`src/rtl/array_distributor.sv`:
```
// Scatter buffer: accepts K (address, data) lanes per beat, fills a SIZE-slot
// frame over SIZE/K beats, then holds the whole frame until the consumer takes it.
//
// state | meaning
// FILL  | accepting beats; outputs show the partial buffer
// HOLD  | frame complete; outputs frozen until out_ready
module array_distributor #(
    parameter  int SIZE = 16,
    parameter  int K    = 4,
    localparam int AW   = $clog2(SIZE),
    localparam int DW   = $clog2(K) + $clog2(SIZE)
) (
    input  logic                 clk,
    input  logic                 rst,
    input  logic                 in_valid,
    output logic                 in_ready,
    input  logic [AW*K-1:0]      in_addr,
    input  logic [DW*K-1:0]      in_data,
    output logic                 out_valid,
    input  logic                 out_ready,
    output logic [DW*SIZE-1:0]   out_array,
    output logic [SIZE-1:0]      out_mask,
    output logic                 collision,
    output logic                 range_err
);

    localparam int BEATS = SIZE / K;
    localparam int CW    = (BEATS > 1) ? $clog2(BEATS) : 1;
    localparam logic [CW-1:0] LAST_BEAT = CW'(BEATS - 1);
    localparam logic [AW:0]   SIZE_W    = (AW + 1)'(SIZE);

    typedef enum logic {FILL, HOLD} state_t;

    state_t                      state;
    logic [CW-1:0]               cnt;
    logic [SIZE-1:0][DW-1:0]     arr_q;
    logic [SIZE-1:0][DW-1:0]     arr_n;
    logic [SIZE-1:0]             mask_n;
    logic                        coll_n;
    logic                        rerr_n;
    logic                        accept;

    assign accept    = in_valid && in_ready;
    assign out_array = arr_q;

    // Lanes are applied in ascending order so the highest lane wins a shared
    // slot; an already-set mask bit (earlier lane or earlier beat) flags collision.
    always_comb begin
        arr_n  = arr_q;
        mask_n = out_mask;
        coll_n = collision;
        rerr_n = range_err;
        for (int i = 0; i < K; i++) begin
            if ({1'b0, in_addr[i*AW +: AW]} >= SIZE_W)
                rerr_n = 1'b1;
            for (int j = 0; j < SIZE; j++) begin
                if (in_addr[i*AW +: AW] == AW'(j)) begin
                    if (mask_n[j])
                        coll_n = 1'b1;
                    mask_n[j] = 1'b1;
                    arr_n[j]  = in_data[i*DW +: DW];
                end
            end
        end
    end

    always_ff @(posedge clk) begin
        if (rst) begin
            state     <= FILL;
            cnt       <= '0;
            in_ready  <= 1'b1;
            out_valid <= 1'b0;
            arr_q     <= '0;
            out_mask  <= '0;
            collision <= 1'b0;
            range_err <= 1'b0;
        end else begin
            case (state)
                FILL: begin
                    if (accept) begin
                        arr_q     <= arr_n;
                        out_mask  <= mask_n;
                        collision <= coll_n;
                        range_err <= rerr_n;
                        if (cnt == LAST_BEAT) begin
                            cnt       <= '0;
                            state     <= HOLD;
                            in_ready  <= 1'b0;
                            out_valid <= 1'b1;
                        end else begin
                            cnt <= cnt + CW'(1);
                        end
                    end
                end
                HOLD: begin
                    if (out_valid && out_ready) begin
                        state     <= FILL;
                        cnt       <= '0;
                        in_ready  <= 1'b1;
                        out_valid <= 1'b0;
                        arr_q     <= '0;
                        out_mask  <= '0;
                        collision <= 1'b0;
                        range_err <= 1'b0;
                    end
                end
                default: begin
                    state     <= FILL;
                    cnt       <= '0;
                    in_ready  <= 1'b1;
                    out_valid <= 1'b0;
                end
            endcase
        end
    end

endmodule

```
`config.mk`:
```
export PLATFORM = sky130hd
export DESIGN_NAME = array_distributor
export DESIGN_NICKNAME = d
export VERILOG_FILES = /design/src/rtl/array_distributor.sv
export SDC_FILE = /design/constraint.sdc
export NUM_CORES = 1
export LEC_CHECK = 0
export ABC_CLOCK_PERIOD_IN_PS = 4100
export BUFFER_PORTS_ARGS = -buffer_cell sky130_fd_sc_hd__buf_2
export CORE_AREA = 2 2 137 139
export CTS_BUF_LIST = sky130_fd_sc_hd__clkbuf_8
export DETAILED_ROUTE_END_ITERATION = 6
export DIE_AREA = 0 0 139 141
export PLACE_DENSITY = 0.72
export SYNTH_ARGS = -nofsm -noshare
export SYNTH_HDL_FRONTEND = slang
export SYNTH_SLANG_ARGS = --single-unit
```
`constraint.sdc`:
```
create_clock -name clk -period 4.1 [get_ports clk]
set_input_delay 0.205 -clock clk [delete_from_list [all_inputs] [get_ports clk]]
set_output_delay 0.205 -clock clk [all_outputs]
set_load 0.02 [all_outputs]
```
==> flow_metrics.py <==
metrics = {
    "yosys": {
        "synthTopCellsByArea": "dfxtp_1 (27%), mux2i_1 (11%), a211oi_1 (8.9%), nor2_1 (7.0%), a21oi_1 (6.7%)",
        "synthFlopType": "dfxtp_1",
        "yosysTopAreaCellShare_pct": 26.5,
        "ys_async_sr_fraction_pct": 0,
        "yosysUniqueCellTypes": 77,
        "yosys_warnings": 0,
        "synth_area_um2": 8900,
        "ys_ff_latch": 118,
        "synthCells": 1165,
        "yosysSeqAreaShare_pct": 26.5,
        "synth.avg_cell_area_um2": 7.64,
        "synth.largest_area_cell": "dfxtp_1",
        "synth_edf_count": 0,
        "syn_nets": 1210,
    },
    "worst_setup_path": {
        "required_ns": 4.40,
        "crit_top_cell": "nand3_1",
        "critPathArrivalTime_ns": 2.98,
        "worstSetupStartpoint": "state$_SDFF_PP0_",
        "slowest_stage": "dfxtp_1",
        "critical_path_class": "reg2reg",
        "critPathTopFamily": "simple AND/OR/NAND/NOR gates",
        "path_max_fanout": 25,
        "worstPathCellList": "nand3_1, buf_4, nand3_1, o2111ai_1, or4_1, nor4b_2, a311oi_1",
        "worst_setup_path_end_kind": "flip-flop",
        "slowest_delay_ns": 0.87,
        "critical_path.reg2reg.startpoint": "state$_SDFF_PP0_",
        "start_kind": "flip-flop",
        "path_buf_inv": 1,
    },
    "clock_tree": {
        "cts-hold-fix-buffers": 0,
        "cts_max_path_buffers": 2,
        "htreeDepth": 4,
        "clk_pin_slew_ns": 0.08,
        "cts.sinks": 118,
        "ctsResizeCount": 0,
        "cts_setup_buffers": 0,
        "clkLatencyLatePin_ns": 0.47,
        "cts_root_buf": "clkbuf_8",
        "tritoncts": "built",
        "cts_buffers": 17,
    },
    "place": {
        "place_hpwl_um": 21000,
        "port_buffers": 158,
        "routabilityCongestion": 1.04,
    },
    "timing": {
        "min_period_ns": 2.68,
        "rsz0062_at_grt": "no",
        "finalMaxSlewViolations": 0,
        "max-slew-margin-rel_pct": 17.6,
        "fmaxAchievable_mhz": 373,
        "final.setup_skew_ns": 0.0105,
        "worst_slew_pin_slew_ns": 1.24,
        "setup-violations-final": 0,
        "fin_setup_tns_ns": 0,
        "min_period_over_period_pct": 65.4,
        "hold_slack_ns": 0.0991,
        "hold_viol": 0,
    },
    "route": {
        "ant_nets": 0,
        "wl_per_cell_um": 21.7,
        "drc": 0,
        "dr.pass1.iters": 7,
        "via_per_inst": 6.56,
        "first_iter_violations": 1088,
        "num_vias": 9659,
        "drt_wl_total_um": 32000,
    },
    "pwr": {
        "seq_power_share_pct": 39.8,
        "p_leak_nw": 4.21,
        "total_switching_power_mw": 1.03,
        "sw_frac_of_total_pct": 32.6,
        "combPwrFrac_pct": 23.4,
        "p_clk_share_pct": 36.8,
        "p_int_mw": 2.12,
        "power_density_nw_per_um2": 316,
        "peakVddDrop_mv": 0.199,
    },
    "cells_and_area": {
        "antenna_cells": 0,
        "multiInputGateArea_um2": 5960,
        "nets": 1272,
        "ff_latch_area_um2": 2360,
        "drive_gt1_share_pct": 19.5,
        "final_cell_mix": "nor2_1 (165), buf_2 (157), a21oi_1 (120)",
        "area_growth_pct": 11.9,
        "final_core_util_pct": 54.5,
        "final_common_cell": "nor2_1",
        "nFillCells": 1779,
    },
    "grt": {
        "grt_usage_pct": 31.5,
        "antenna_found_initial": 0,
        "grt_first_pass_wirelength_um": 48600,
        "grt_max_degree": 119,
        "first_global_vias": 8626,
        "overflow": 0,
    },
    "die": {
        "fp.dieArea_um2": 19600,
        "rows": 50,
        "io_pins": 160,
        "core-area_um2": 18300,
        "die-width_um": 139,
        "die_h_um": 141,
        "start_util_pct": 48.7,
    },
    "min_path": {
        "holdCritStartpoint": "out_ready",
        "hp-class": "in2reg",
    },
    "run": {
        "maxCapViolations": 0,
    },
    "outcome": {
        "outcome": "complete, no violations",
    },
}
==> logic make-up (layout without fill, tap and decap cells) <==
kind of cell / Yosys count / after routing / synth area share (%)
other: 1 / 1 / 0.0421
multiplexers: 99 / 99 / 11.2
flip-flops: 118 / 118 / 26.5
buffers and inverters: 135 / 209 / 7.07
adder cells (fa/ha/maj): 2 / 2 / 0.253
AO/OA/AOI/OAI: 391 / 391 / 29.4
AND/OR/NAND/NOR: 419 / 419 / 25.5
==> Yosys cell counts (3+ instances only) <==
library cell,count
nand2b_1,3
buf_1,5
and2_0,3
buf_4,6
nor4_1,8
a21oi_1,120
nand3b_1,4
or4b_1,3
mux2i_1,96
clkbuf_1,86
or2_0,12
or2_2,7
o31ai_1,6
and2_1,37
nand4bb_1,6
nand4_1,5
nor2_1,165
o41ai_2,5
a22oi_1,32
nor2b_1,7
a31oi_1,4
dfxtp_1,118
o2111ai_1,6
a21o_1,34
nor4b_1,11
a211oi_1,106
nand2_1,74
buf_2,25
nor3_1,6
nor3b_1,6
and4b_1,7
o21ai_0,50
inv_1,3
nor4bb_1,12
buf_6,9
nand3_1,13
nand4b_1,9
o21ai_1,4
mux2_2,3
or4_1,3
nor4b_2,4
==> flip-flops by register name, summed over array words and instances, names as in the netlist <==
register,flops
out_array,96
out_mask,16
cnt,2
collision,1
in_ready,1
out_valid,1
state,1
==> metrics by stage <==
stage	instance area, um^2	instances	setup slack [ns]	power, mW
2_1_floorplan	8900	1165	2.18	1.78
3_3_place_gp	9540	1442	1.47	1.98
3_5_place_dp	9540	1442	1.45	1.99
4_1_cts	9960	1473	1.43	3.14
5_1_grt	9960	1473	1.32	3.27
6_report	9960	1473	1.42	3.15
==> layout make-up <==
class                           count  area share, %
Clock buffer                       18           2.49
Clock inverter                     13           1.67
Inverter                            3          0.113
Multi-Input combinational cell    912           59.8
Sequential cell                   118           23.7
Tap cell                          234           2.94
Timing Repair Buffer              175           9.25
==> power by group through the flow <==
stage	clock network, mW	logic [mW]	registers (mW)
after floorplan	0	0.444	1.33
after global placement	0	0.708	1.28
after detailed placement	0	0.715	1.28
after CTS	1.17	0.719	1.25
after global routing	1.22	0.788	1.26
final	1.16	0.738	1.25
==> routing by layer <==
metal	track usage [%]	vias up	routed length (um)
met3	7.74	127	3750
met1	41.7	4487	12900
met5	0	-	0
met2	48.5	627	13800
met4	14.2	0	1520
li1	-	4418	-
==> worst register-to-register path, stage by stage, from the launching register on <==
cell,delay (ns)
dfxtp_1,0.87
nand3_1,0.21
buf_4,0.30
nand3_1,0.14
o2111ai_1,0.12
or4_1,0.53
nor4b_2,0.25
a311oi_1,0.11
==> path summary, 6_finish.rpt <==
path	to	slack, ns	cells after the start
max reg2reg	collision$_SDFFE_PP0P_	1.42	7
min	state$_SDFF_PP0_	0.1	4
max	collision$_SDFFE_PP0P_	1.42	7
min reg2reg	out_array[32]$_SDFFE_PP0P_	0.45	2
Power figures use the tool's default switching activity.
